`src/rtl/trisc_pkg.sv`:
```
// Shared constants for the TRISC control sequencer: state encodings, control-word
// bit positions, opcode values and an opcode legality helper.
package trisc_pkg;

    localparam int CW = 15;

    typedef enum logic [3:0] {
        ST_IDLE = 4'd0,
        ST_F0   = 4'd1,
        ST_F1   = 4'd2,
        ST_F2   = 4'd3,
        ST_DEC  = 4'd4,
        ST_MA   = 4'd5,
        ST_RD   = 4'd6,
        ST_LDW  = 4'd7,
        ST_ADDW = 4'd8,
        ST_SUBW = 4'd9,
        ST_STW  = 4'd10,
        ST_INC  = 4'd11,
        ST_CLR  = 4'd12,
        ST_JMP  = 4'd13,
        ST_HALT = 4'd14,
        ST_RSVD = 4'd15
    } state_e;

    // Control word bit positions.
    localparam int B_IR_OUT  = 14;
    localparam int B_PC_OUT  = 13;
    localparam int B_MAR_LD  = 12;
    localparam int B_MEM_RD  = 11;
    localparam int B_MDR_OUT = 10;
    localparam int B_IR_LD   = 9;
    localparam int B_PC_INC  = 8;
    localparam int B_ACC_LD  = 7;
    localparam int B_ACC_OUT = 6;
    localparam int B_ALU_ADD = 5;
    localparam int B_ALU_SUB = 4;
    localparam int B_ACC_INC = 3;
    localparam int B_ACC_CLR = 2;
    localparam int B_MEM_WR  = 1;
    localparam int B_PC_LD   = 0;

    localparam logic [3:0] OP_LDA = 4'h0;
    localparam logic [3:0] OP_STA = 4'h1;
    localparam logic [3:0] OP_ADD = 4'h2;
    localparam logic [3:0] OP_SUB = 4'h3;
    localparam logic [3:0] OP_INC = 4'h6;
    localparam logic [3:0] OP_CLR = 4'h7;
    localparam logic [3:0] OP_JMP = 4'h8;
    localparam logic [3:0] OP_JZ  = 4'h9;
    localparam logic [3:0] OP_HLT = 4'hF;

    function automatic logic opcode_legal(input logic [3:0] op);
        case (op)
            OP_LDA, OP_STA, OP_ADD, OP_SUB,
            OP_INC, OP_CLR, OP_JMP, OP_JZ, OP_HLT: opcode_legal = 1'b1;
            default:                               opcode_legal = 1'b0;
        endcase
    endfunction

endpackage

```
`src/rtl/trisc_seq_controller.sv`:
```
// TRISC control sequencer: fetch/decode/execute FSM with memory wait states,
// conditional branch, halt/resume and a sticky illegal-opcode trap.
module trisc_seq_controller
    import trisc_pkg::*;
#(
    parameter int OPW      = 4,
    parameter int WAIT_EN  = 1,
    parameter int AUTO_RUN = 0
) (
    input  logic           Clock,
    input  logic           Reset,
    input  logic           Run,
    input  logic [OPW-1:0] Opcode,
    input  logic           Zero,
    input  logic           MemReady,
    output logic [CW-1:0]  S,
    output logic [3:0]     state,
    output logic           Halted,
    output logic           IllegalOp
);

    localparam state_e RST_STATE = (AUTO_RUN != 0) ? ST_F0 : ST_IDLE;

    state_e      state_q, state_d;
    logic [3:0]  op_q, op_d;
    logic        illegal_q, illegal_d;
    logic [CW-1:0] s_w;

    logic        mem_ok;
    logic        hi_clear;
    logic [3:0]  op_lo;
    logic        op_legal;

    // With wait states disabled every memory access completes on its entry cycle.
    assign mem_ok   = (WAIT_EN == 0) ? 1'b1 : MemReady;
    assign hi_clear = ((Opcode >> 4) == '0);
    assign op_lo    = Opcode[3:0];
    assign op_legal = hi_clear && opcode_legal(op_lo);

    always_ff @(posedge Clock or posedge Reset) begin
        if (Reset) begin
            state_q   <= RST_STATE;
            op_q      <= '0;
            illegal_q <= 1'b0;
        end else begin
            state_q   <= state_d;
            op_q      <= op_d;
            illegal_q <= illegal_d;
        end
    end

    always_comb begin
        state_d   = state_q;
        op_d      = op_q;
        illegal_d = illegal_q;
        case (state_q)
            ST_IDLE: if (Run) state_d = ST_F0;
            ST_F0:   state_d = ST_F1;
            ST_F1:   if (mem_ok) state_d = ST_F2;
            ST_F2:   state_d = ST_DEC;
            ST_DEC: begin
                op_d = op_lo;
                if (!op_legal) begin
                    state_d   = ST_HALT;
                    illegal_d = 1'b1;
                end else begin
                    case (op_lo)
                        OP_LDA, OP_STA, OP_ADD, OP_SUB: state_d = ST_MA;
                        OP_INC:  state_d = ST_INC;
                        OP_CLR:  state_d = ST_CLR;
                        OP_JMP:  state_d = ST_JMP;
                        OP_JZ:   state_d = Zero ? ST_JMP : ST_F0;
                        OP_HLT:  state_d = ST_HALT;
                        default: begin
                            state_d   = ST_HALT;
                            illegal_d = 1'b1;
                        end
                    endcase
                end
            end
            // Execute states steer from the latched opcode, not the live IR field.
            ST_MA:   state_d = (op_q == OP_STA) ? ST_STW : ST_RD;
            ST_RD: begin
                if (mem_ok) begin
                    case (op_q)
                        OP_ADD:  state_d = ST_ADDW;
                        OP_SUB:  state_d = ST_SUBW;
                        default: state_d = ST_LDW;
                    endcase
                end
            end
            ST_LDW, ST_ADDW, ST_SUBW,
            ST_INC, ST_CLR, ST_JMP: state_d = ST_F0;
            ST_STW:  if (mem_ok) state_d = ST_F0;
            ST_HALT: if (Run && !illegal_q) state_d = ST_F0;
            default: state_d = ST_IDLE;
        endcase
    end

    always_comb begin
        s_w = '0;
        case (state_q)
            ST_F0: begin
                s_w[B_PC_OUT] = 1'b1;
                s_w[B_MAR_LD] = 1'b1;
            end
            ST_F1:   s_w[B_MEM_RD] = 1'b1;
            ST_F2: begin
                s_w[B_MDR_OUT] = 1'b1;
                s_w[B_IR_LD]   = 1'b1;
                s_w[B_PC_INC]  = 1'b1;
            end
            ST_MA: begin
                s_w[B_IR_OUT] = 1'b1;
                s_w[B_MAR_LD] = 1'b1;
            end
            ST_RD:   s_w[B_MEM_RD] = 1'b1;
            ST_LDW: begin
                s_w[B_MDR_OUT] = 1'b1;
                s_w[B_ACC_LD]  = 1'b1;
            end
            ST_ADDW: begin
                s_w[B_MDR_OUT] = 1'b1;
                s_w[B_ALU_ADD] = 1'b1;
                s_w[B_ACC_LD]  = 1'b1;
            end
            ST_SUBW: begin
                s_w[B_MDR_OUT] = 1'b1;
                s_w[B_ALU_SUB] = 1'b1;
                s_w[B_ACC_LD]  = 1'b1;
            end
            ST_STW: begin
                s_w[B_ACC_OUT] = 1'b1;
                s_w[B_MEM_WR]  = 1'b1;
            end
            ST_INC:  s_w[B_ACC_INC] = 1'b1;
            ST_CLR:  s_w[B_ACC_CLR] = 1'b1;
            ST_JMP: begin
                s_w[B_IR_OUT] = 1'b1;
                s_w[B_PC_LD]  = 1'b1;
            end
            default: s_w = '0;
        endcase
    end

    assign S         = s_w;
    assign state     = state_q;
    assign Halted    = (state_q == ST_HALT);
    assign IllegalOp = illegal_q;

endmodule

```
`config.mk`:
```
export PLATFORM = sky130hd
export DESIGN_NAME = trisc_seq_controller
export DESIGN_NICKNAME = d
export VERILOG_FILES = /design/src/rtl/trisc_pkg.sv /design/src/rtl/trisc_seq_controller.sv
export SDC_FILE = /design/constraint.sdc
export NUM_CORES = 1
export LEC_CHECK = 0
export CAP_MARGIN = 10
export CORE_MARGIN = 5
export CORE_UTILIZATION = 30
export CTS_CLUSTER_SIZE = 30
export DETAILED_ROUTE_END_ITERATION = 16
export GPL_ROUTABILITY_DRIVEN = 1
export GPL_TIMING_DRIVEN = 0
export PLACE_DENSITY = 0.65
export SLEW_MARGIN = 20
export SYNTH_ARGS = -nofsm -noshare
export SYNTH_HDL_FRONTEND = slang
export SYNTH_SLANG_ARGS = --single-unit
```
`constraint.sdc`:
```
create_clock -name Clock -period 1.68 [get_ports Clock]
set_clock_uncertainty 0.1 [all_clocks]
set_input_delay 0.252 -clock Clock [delete_from_list [all_inputs] [get_ports Clock]]
set_output_delay 0.252 -clock Clock [all_outputs]
set_load 0.05 [all_outputs]
```
==> flow_metrics.env, run 1 <==
export IMPL_outcome="finished, violations left"
export IMPL_violations="setup timing"
export IMPL_routed_wl_mm=2.71
export IMPL_grt_setup_unrepaired="yes"
export IMPL_ir_drop_mv=1.33
export IMPL_dpl_hpwl_mm=1.72
export IMPL_gp_congestion=0.883
export IMPL_drive_gt1_share_pct=53.0
export IMPL_finalInstanceArea_um2=1530
export IMPL_power_density_nw_per_um2=2130
export IMPL_finalWorstSetupSlack_ns=-0.0705
export IMPL_cts_root_buf="clkbuf_4"
export IMPL_synth_area_per_cell_um2=8.00
export IMPL_drv_slew=0
export IMPL_min_path_type="in2async"
export IMPL_cts_buffers_inserted=3
export IMPL_fp_dieH_um=60.1
export IMPL_netlist_area_um2=752
export IMPL_num_vias=936
export IMPL_ys_seq_area_share_pct=30.0
export IMPL_final_util_pct=62.9
export IMPL_reg2reg_slack_ns=0.04
export IMPL_yosys_warnings=0
export IMPL_grt_usage_pct=15.4
export IMPL_drtIter0Drc=41
export IMPL_r2r_start="state[1]"
export IMPL_cts_tree="built"
export IMPL_first_pass_iters=4
export IMPL_cp_end_kind="output pin"
export IMPL_dpl_cell_area_um2=1240
export IMPL_grt_ovfl_total=0
export IMPL_path_class="reg2out"
export IMPL_ant_nets=0
export IMPL_r2r_cells=5
export IMPL_fillers=200
export IMPL_core_area_um2=2430
export IMPL_worstPathRequired_ns=1.33
export IMPL_synth_nets=103
export IMPL_max_freq_mhz=571
export IMPL_min_period_ns=1.75
export IMPL_fin_tns_setup_ns=-0.366
export IMPL_die_area_um2=3610
export IMPL_io_buffers=29
export IMPL_clk_pin_slew_ns=0.06
export IMPL_vias_per_cell=5.23
export IMPL_tightest_slew_ns=0.492
export IMPL_reg2reg_to="op_q[2]"
export IMPL_initial_core_util_pct=30.9
export IMPL_clkSinkCount=9
export IMPL_grt_max_degree=11
export IMPL_num_rows=18
export IMPL_finalHoldViolations=0
export IMPL_nets=159
export IMPL_area_growth_pct=103
export IMPL_grt_pass1_vias=862
export IMPL_die_w_um=60.1
export IMPL_worst_ep_arrival_time_ns=1.40
export IMPL_synthCells=94
export IMPL_grt_pass1_wl_mm=4.17
export IMPL_crit_path_start_kind="register"
export IMPL_multi_input_comb_area_um2=613
export IMPL_clockBufferDepth=2
export IMPL_period_share_pct=104
export IMPL_htree_levels=1
export IMPL_hold_buffers=0
export IMPL_synth_seq_cells=9
export IMPL_antenna_found_initial=0
export IMPL_path_max_fanout=7
export IMPL_worstSkewPairLatency_ns=0.25
export IMPL_p_leak_uw=0.000658
export IMPL_slew_headroom_pct=67.4
export IMPL_holdWs_ns=0.150
export IMPL_yosysUniqueCellTypes=39
export IMPL_max_cap_violations=0
export IMPL_n_antenna_cell=0
export IMPL_drc_errors=0
export IMPL_seq_area_um2=230
export IMPL_io_pins=30
export IMPL_wl_per_cell_um=15.2
export IMPL_setup_violations_final=8
==> synth_stat cells <==
| cell type | instances | area, µm² |
|---|---|---|
| a211oi_1 | 1 | 7.51 |
| nand2_1 | 7 | 26.3 |
| o2111ai_1 | 1 | 8.76 |
| and3_1 | 1 | 6.26 |
| o21ai_0 | 4 | 20.0 |
| o21a_1 | 1 | 7.51 |
| a31oi_1 | 2 | 12.5 |
| a2111oi_2 | 1 | 15.0 |
| or2b_1 | 1 | 7.51 |
| a21oi_1 | 3 | 15.0 |
| buf_2 | 3 | 15.0 |
| nand3_1 | 4 | 20.0 |
| mux2_2 | 4 | 45.0 |
| nand4b_1 | 1 | 8.76 |
| inv_1 | 5 | 18.8 |
| a211o_1 | 1 | 8.76 |
| nor2_1 | 12 | 45.0 |
| buf_4 | 2 | 15.0 |
| a32oi_1 | 1 | 8.76 |
| dfrtp_1 | 9 | 225 |
| mux2i_1 | 1 | 10.0 |
| nor3_1 | 2 | 10.0 |
| a32o_1 | 1 | 10.0 |
| o2bb2ai_1 | 1 | 8.76 |
| clkbuf_1 | 1 | 3.75 |
| a2bb2oi_1 | 2 | 17.5 |
| o21ai_1 | 1 | 5.00 |
| or3b_1 | 1 | 8.76 |
| a22oi_1 | 1 | 7.51 |
| buf_6 | 1 | 11.3 |
| a21o_1 | 1 | 7.51 |
| o22ai_1 | 3 | 18.8 |
| nor2b_1 | 2 | 12.5 |
| o21bai_1 | 1 | 7.51 |
| nand2b_1 | 6 | 37.5 |
| or2_1 | 1 | 6.26 |
| nor4_1 | 2 | 12.5 |
| nor2_4 | 1 | 11.3 |
| a21oi_2 | 1 | 8.76 |
==> cell type report <==
cell class,instances,share of cell area [%]
Sequential cell,9,15.0
Multi-Input combinational cell,73,40.1
Tap cell,30,2.45
Inverter,5,1.39
Buffer,6,5.48
Timing Repair Buffer,52,33.9
Clock buffer,4,1.72
==> registers in the layout, indices dropped and copies added, names as in the netlist <==
register,count
IllegalOp,1
op_q,4
state,4
==> cells in the final DEF, fill, tap and decap left out, drive strengths merged, types with 5 or more instances in the layout <==
master	n
nand2b	6
o21ai	5
dlygate4sd2	5
buf	45
nor2	13
nand2	7
inv	5
dfrtp	9
clkdlybuf4s50	7
==> logic make-up after synthesis <==
group                  Yosys count  share of synthesized area, %
and+or+nand+nor                 41                          28.3
AOI/OAI and AO/OA               27                          26.0
muxes                            5                          7.32
buffers and inverters           12                          8.48
DFF                              9                          30.0
==> report_power, final <==
group | total (µW) | switching, µW | internal (µW)
Sequential | 481 | 148 | 333
Combinational | 2620 | 1430 | 1190
Clock | 160 | 68.6 | 91.1
==> how the worst max path moves through the flow <==
| stage | startpoint | to | slack (ns) | cells after the start |
|---|---|---|---|---|
| floorplan | state[1] | S[9] | -0.21 | 4 |
| global placement | state[1] | S[13] | -0.60 | 4 |
| detailed placement | state[1] | S[13] | -0.60 | 4 |
| CTS | state[0] | S[6] | -0.11 | 5 |
| global route | state[0] | Halted | -0.13 | 4 |
| finish | state[1] | S[0] | -0.07 | 5 |
==> worst max-delay path, cell delays in order (launching register included) <==
cell and delay (ns):
dfrtp_2 0.43, buf_8 0.14, nand2b_4 0.20, buf_6 0.14, nor2_4 0.08, buf_8 0.15
==> timing repair <==
item	4_1_cts	5_1_grt
pin swaps	3	7
buffers inserted	13	10
setup endpoints to repair	21	23
gates resized for setup	131	11
==> routing by layer <==
layer	global-route usage, %	share of wire (%)
met1	20.5	40
met2	25.0	53
met3	3.02	6.7
met4	4.75	0.92
met5	0	0
==> metrics by stage <==
step | cells | total power (µW) | setup slack (ns)
after floorplan | 94 | 1980 | -0.213
after global placement | 153 | 2500 | -0.596
after detailed placement | 153 | 2500 | -0.603
after CTS | 170 | 3000 | -0.113
after global routing | 179 | 3430 | -0.129
final | 179 | 3260 | -0.0705
Note: power is estimated with default switching activity, not from simulation.
==> run 2, diff against run 1 <==
--- a/config.mk
+++ b/config.mk
@@ -6,8 +6,9 @@
 export NUM_CORES = 1
 export LEC_CHECK = 0
 export CAP_MARGIN = 10
-export CORE_MARGIN = 5
+export CORE_MARGIN = 3
 export CORE_UTILIZATION = 30
+export CTS_CLUSTER_DIAMETER = 30
 export CTS_CLUSTER_SIZE = 30
 export DETAILED_ROUTE_END_ITERATION = 16
 export GPL_ROUTABILITY_DRIVEN = 1
==> run 2 against run 1 <==
Net effect:
- highest routed layer unchanged
- largest power group unchanged
- the run still ends with setup timing left
- utilization rose by 4.4 points
- sequential power is 3% lower
- design area is 1.1% higher
==> flow_metrics.env, run 2 (same netlist as run 1, synthesis figures left out) <==
export IMPL_die_w_um=56.1
export IMPL_dpl_cell_area_um2=1230
export IMPL_worst_path_dominant_cell_family="flip-flops"
export IMPL_cp_end_kind="output pin"
export IMPL_finalHoldViolations=0
export IMPL_clockBufferDepth=2
export IMPL_grt_pass1_wl_mm=4.30
export IMPL_dpl_hpwl_mm=1.71
export IMPL_violations="setup timing"
export IMPL_worstSkewPairLatency_ns=0.26
export IMPL_worstPathCellList="inv_2 > nand2_4 > nor2_4 > buf_6 > buf_8"
export IMPL_grt_pass1_vias=868
export IMPL_drv_slew=0
export IMPL_min_path_type="in2async"
export IMPL_initial_core_util_pct=32.7
export IMPL_die_area_um2=3140
export IMPL_hold_buffers=0
export IMPL_path_max_fanout=6
export IMPL_layout_commonest_cell="buf_6"
export IMPL_max_freq_mhz=570
export IMPL_drtIter0Drc=39
export IMPL_gp_congestion=0.925
export IMPL_final_cell_mix="buf_6 (17), buf_4 (16), nor2_4 (10)"
export IMPL_n_antenna_cell=0
export IMPL_fp_dieH_um=56.1
export IMPL_setup_violations_final=10
export IMPL_worst_ep_arrival_time_ns=1.40
export IMPL_clk_pin_slew_ns=0.06
export IMPL_dp_slack_ns=-0.592
export IMPL_power_density_nw_per_um2=2090
export IMPL_path_depth=5
export IMPL_power_total_uw=3240
export IMPL_grt_ovfl_total=0
export IMPL_slowest_stage="dfrtp_2"
export IMPL_slowest_delay_ns=0.46
export IMPL_p_leak_uw=0.000663
export IMPL_finalWorstSetupSlack_ns=-0.0733
export IMPL_worstPathRequired_ns=1.33
export IMPL_routed_wl_mm=2.56
export IMPL_grt_max_degree=11
export IMPL_tightest_slew_ns=0.503
export IMPL_antenna_found_initial=0
export IMPL_clkSinkCount=9
export IMPL_path_class="reg2out"
export IMPL_max_cap_violations=0
export IMPL_ir_drop_mv=1.17
export IMPL_io_buffers=29
export IMPL_core_area_um2=2300
export IMPL_fin_tns_setup_ns=-0.362
export IMPL_grt_setup_unrepaired="yes"
export IMPL_finalInstanceArea_um2=1550
export IMPL_drc_errors=0
export IMPL_num_vias=925
export IMPL_cts_tree="built"
export IMPL_outcome="finished, violations left"
export IMPL_vias_per_cell=5.29
export IMPL_io_pins=30
export IMPL_wl_per_cell_um=14.6
export IMPL_htree_levels=1
export IMPL_cts_buffers_inserted=3
export IMPL_slew_headroom_pct=66.4
export IMPL_nets=157
export IMPL_num_rows=17
export IMPL_r2r_cells=5
export IMPL_min_period_ns=1.75
export IMPL_crit_path_start_kind="register"
export IMPL_period_share_pct=104
export IMPL_ant_nets=0
export IMPL_area_growth_pct=106
export IMPL_drive_gt1_share_pct=53.1
export IMPL_cts_root_buf="clkbuf_4"
export IMPL_first_pass_iters=4
export IMPL_grt_usage_pct=17.3
export IMPL_path_buf_inv=3
## run 2: layout make-up
type | instances | area (µm²)
buffer | 6 | 78.8
clock buffer | 4 | 26.3
fill | 172 | 751
inverter | 5 | 18.8
multi-input combinational | 73 | 631
sequential | 9 | 230
tap | 28 | 35.0
timing repair buffer | 50 | 527
## run 2: path summary, 6_finish.rpt
check | to | startpoint | slack [ns]
min in group Clock | op_q[1] | Opcode[1] | 0.34
min | IllegalOp | Reset | 0.14
max | S[6] | state[2] | -0.07
max in group asynchronous | state[3] | Reset | 1.08
min reg2reg | op_q[3] | op_q[3] | 0.41
max reg2reg | op_q[2] | state[0] | 0.01
## run 2: power breakdown
part / leakage, µW / total, µW / internal, µW / switching [µW]
clock network: 0.0000150 / 162 / 91.3 / 71.1
logic: 0.000545 / 2610 / 1180 / 1420
registers: 0.000103 / 468 / 333 / 135
total: 0.000663 / 3240 / 1610 / 1630
## run 2: what timing repair did
| item | CTS | global route |
|---|---|---|
| buffers inserted | 10 | 11 |
| pin swaps | 6 | 5 |
| resized for setup | 135 | 6 |
| endpoints found under the setup margin | 21 | 25 |
## run 2: stage by stage
step / hold slack (ns) / instances / utilization (%)
floorplan: -0.0204 / 94 / -
global placement: 0.403 / 151 / 53.7
detailed placement: 0.404 / 151 / 53.7
CTS: 0.136 / 165 / 62.9
global route: 0.171 / 175 / 67.3
finish: 0.138 / 175 / 67.3
## run 2: metal layers
metal	track usage (%)	vias to the layer above	routed length, µm
li1	-	449	-
met1	22.8	429	1100
met2	28.4	44	1260
met3	3.94	3	196
met4	4.07	0	11
met5	0	-	0
==> run 3, diff against run 2 <==
--- a/config.mk
+++ b/config.mk
@@ -7,13 +7,13 @@
 export LEC_CHECK = 0
 export CAP_MARGIN = 10
 export CORE_MARGIN = 3
-export CORE_UTILIZATION = 30
+export CORE_UTILIZATION = 38
 export CTS_CLUSTER_DIAMETER = 30
 export CTS_CLUSTER_SIZE = 30
 export DETAILED_ROUTE_END_ITERATION = 16
 export GPL_ROUTABILITY_DRIVEN = 1
 export GPL_TIMING_DRIVEN = 0
-export PLACE_DENSITY = 0.65
+export PLACE_DENSITY = 0.78
 export SLEW_MARGIN = 20
 export SYNTH_ARGS = -nofsm -noshare
 export SYNTH_HDL_FRONTEND = slang
==> run 3 against run 2 <==
Net effect:
- the run still ends with setup timing left
- total power is 7.4% higher
- sequential share of layout area is 0.30 points lower
- via count is 13% higher
- sequential power is 7.3% higher
- first-iteration DRC count is 21% lower
- worst hold slack worse by 0.0026 ns
- critical path type unchanged
- die area is 19% lower
- critical endpoint is now S[12]
- utilization is 20 points higher
- critical path depth stayed put
- clock-buffer cell count stayed put
==> flow_metrics.env, run 3 (same netlist as run 1, synthesis figures left out) <==
export IMPL_max_freq_mhz=556
export IMPL_grt_pass1_wl_mm=4.44
export IMPL_crit_path_start_kind="register"
export IMPL_cp_end_kind="output pin"
export IMPL_ir_drop_mv=1.41
export IMPL_grt_ovfl_total=0
export IMPL_slowest_delay_ns=0.43
export IMPL_area_growth_pct=110
export IMPL_worstPathRequired_ns=1.33
export IMPL_max_cap_violations=0
export IMPL_die_w_um=50.5
export IMPL_wl_per_cell_um=19.5
export IMPL_n_antenna_cell=0
export IMPL_grt_setup_unrepaired="yes"
export IMPL_drtIter0Drc=31
export IMPL_multi_input_comb_area_um2=666
export IMPL_cts_buffers_inserted=3
export IMPL_reg2reg_to="op_q[2]"
export IMPL_io_pins=30
export IMPL_fin_tns_setup_ns=-0.729
export IMPL_cts_root_buf="clkbuf_4"
export IMPL_finalWorstSetupSlack_ns=-0.118
export IMPL_finalHoldViolations=0
export IMPL_fillers=88
export IMPL_power_density_nw_per_um2=2200
export IMPL_outcome="finished, violations left"
export IMPL_seq_area_um2=230
export IMPL_vias_per_cell=5.99
export IMPL_clk_pin_slew_ns=0.07
export IMPL_antenna_found_initial=0
export IMPL_cpMostUsedCell="buf_8"
export IMPL_slowest_stage="dfrtp_2"
export IMPL_path_class="reg2out"
export IMPL_num_rows=15
export IMPL_r2r_cells=5
export IMPL_dpl_hpwl_mm=1.76
export IMPL_power_total_uw=3480
export IMPL_path_buf_inv=3
export IMPL_first_pass_iters=4
export IMPL_clockBufferDepth=2
export IMPL_layout_commonest_cell="buf_4"
export IMPL_nets=160
export IMPL_period_share_pct=107
export IMPL_grt_usage_pct=23.2
export IMPL_drv_slew=0
export IMPL_path_max_fanout=9
export IMPL_core_area_um2=1800
export IMPL_worstSkewPairLatency_ns=0.27
export IMPL_ant_nets=0
export IMPL_gp_congestion=0.869
export IMPL_final_cell_mix="buf_4 (21), buf_6 (16), nor2_4 (11)"
export IMPL_fp_dieH_um=50.5
export IMPL_initial_core_util_pct=41.7
export IMPL_r2r_start="state[0]"
export IMPL_worst_path_dominant_cell_family="buffers and inverters"
export IMPL_worst_ep_arrival_time_ns=1.45
export IMPL_drc_errors=0
export IMPL_num_vias=1048
export IMPL_clkSinkCount=9
export IMPL_grt_pass1_vias=918
export IMPL_min_path_type="in2async"
export IMPL_htree_levels=1
export IMPL_grt_max_degree=11
export IMPL_hold_buffers=0
export IMPL_die_area_um2=2550
export IMPL_io_buffers=29
export IMPL_reg2reg_slack_ns=0
export IMPL_worstPathCellList="buf_8 > nand2b_4 > buf_4 > nor2_4 > buf_8"
export IMPL_cts_tree="built"
export IMPL_min_period_ns=1.80
export IMPL_tightest_slew_ns=0.492
export IMPL_slew_headroom_pct=67.3
export IMPL_setup_violations_final=14
export IMPL_p_leak_uw=0.000670
export IMPL_violations="setup timing"
export IMPL_routed_wl_mm=3.42
export IMPL_drive_gt1_share_pct=56.0
==> run 3: cell count changes in the layout (fill, tap and decap cells not counted), moves of 2 or more <==
| cell | before | now |
|---|---|---|
| o21ai_1 | 1 | 3 |
| buf_12 | 3 | 1 |
| o22ai_2 | 2 | 0 |
| o22ai_4 | 0 | 2 |
| o21ai_0 | 4 | 2 |
| buf_4 | 16 | 21 |
==> run 3: cell type report <==
class                      instances  area share, %
timing repair buffer              53           33.0
sequential                         9           14.6
clock buffer                       4           1.67
buffer                             6           5.23
multi-input combinational         73           42.2
tap                               25           1.98
inverter                           5           1.35
==> run 3: how the worst max path moves through the flow <==
| stage | startpoint | end | slack [ns] | depth (start not counted) |
|---|---|---|---|---|
| finish | state[1] | S[12] | -0.12 | 5 |
| global route | state[1] | S[13] | -0.17 | 4 |
| CTS | state[0] | S[6] | -0.13 | 5 |
| detailed placement | state[1] | S[13] | -0.59 | 4 |
| global placement | state[1] | S[13] | -0.58 | 4 |
| floorplan | state[1] | S[9] | -0.21 | 4 |
==> run 3: worst register-to-register path, delay by kind of cell (launching register included) <==
kind / cells / cell delay [ns]
flip-flops: 1 / 0.45
AND/OR/NAND/NOR: 2 / 0.43
multiplexers: 1 / 0.33
buffers and inverters: 2 / 0.26
==> run 3: timing repair <==
item / in CTS / in global routing
pin swaps: 5 / 7
setup endpoints to repair: 21 / 25
gates resized for setup: 133 / 18
buffers inserted: 9 / 15
==> run 3: through the flow <==
stage,cell area (µm²),util (%),std cells,hold slack (ns),worst slack [ns]
finish,1580,87.6,175,0.135,-0.118
CTS,1400,77.8,161,0.155,-0.128
global placement,1230,68.3,148,0.404,-0.581
detailed placement,1230,68.3,148,0.416,-0.585
floorplan,908,-,94,-0.0204,-0.213
global route,1580,87.6,175,0.161,-0.173
==> run 3: per-layer routing <==
layer / GRT usage (%) / up-vias / share of wire [%]
li1: - / 454 / -
met2: 38.3 / 81 / 49
met1: 29.8 / 491 / 36
met4: 8.52 / 0 / 4.8
met5: 0 / - / 0
met3: 4.45 / 22 / 10
==> run 3: where the power goes <==
group / total, µW / internal (µW) / switching (µW)
clock: 173 / 91.8 / 81.3
combinational: 2800 / 1220 / 1590
sequential: 502 / 332 / 169
total: 3480 / 1640 / 1840
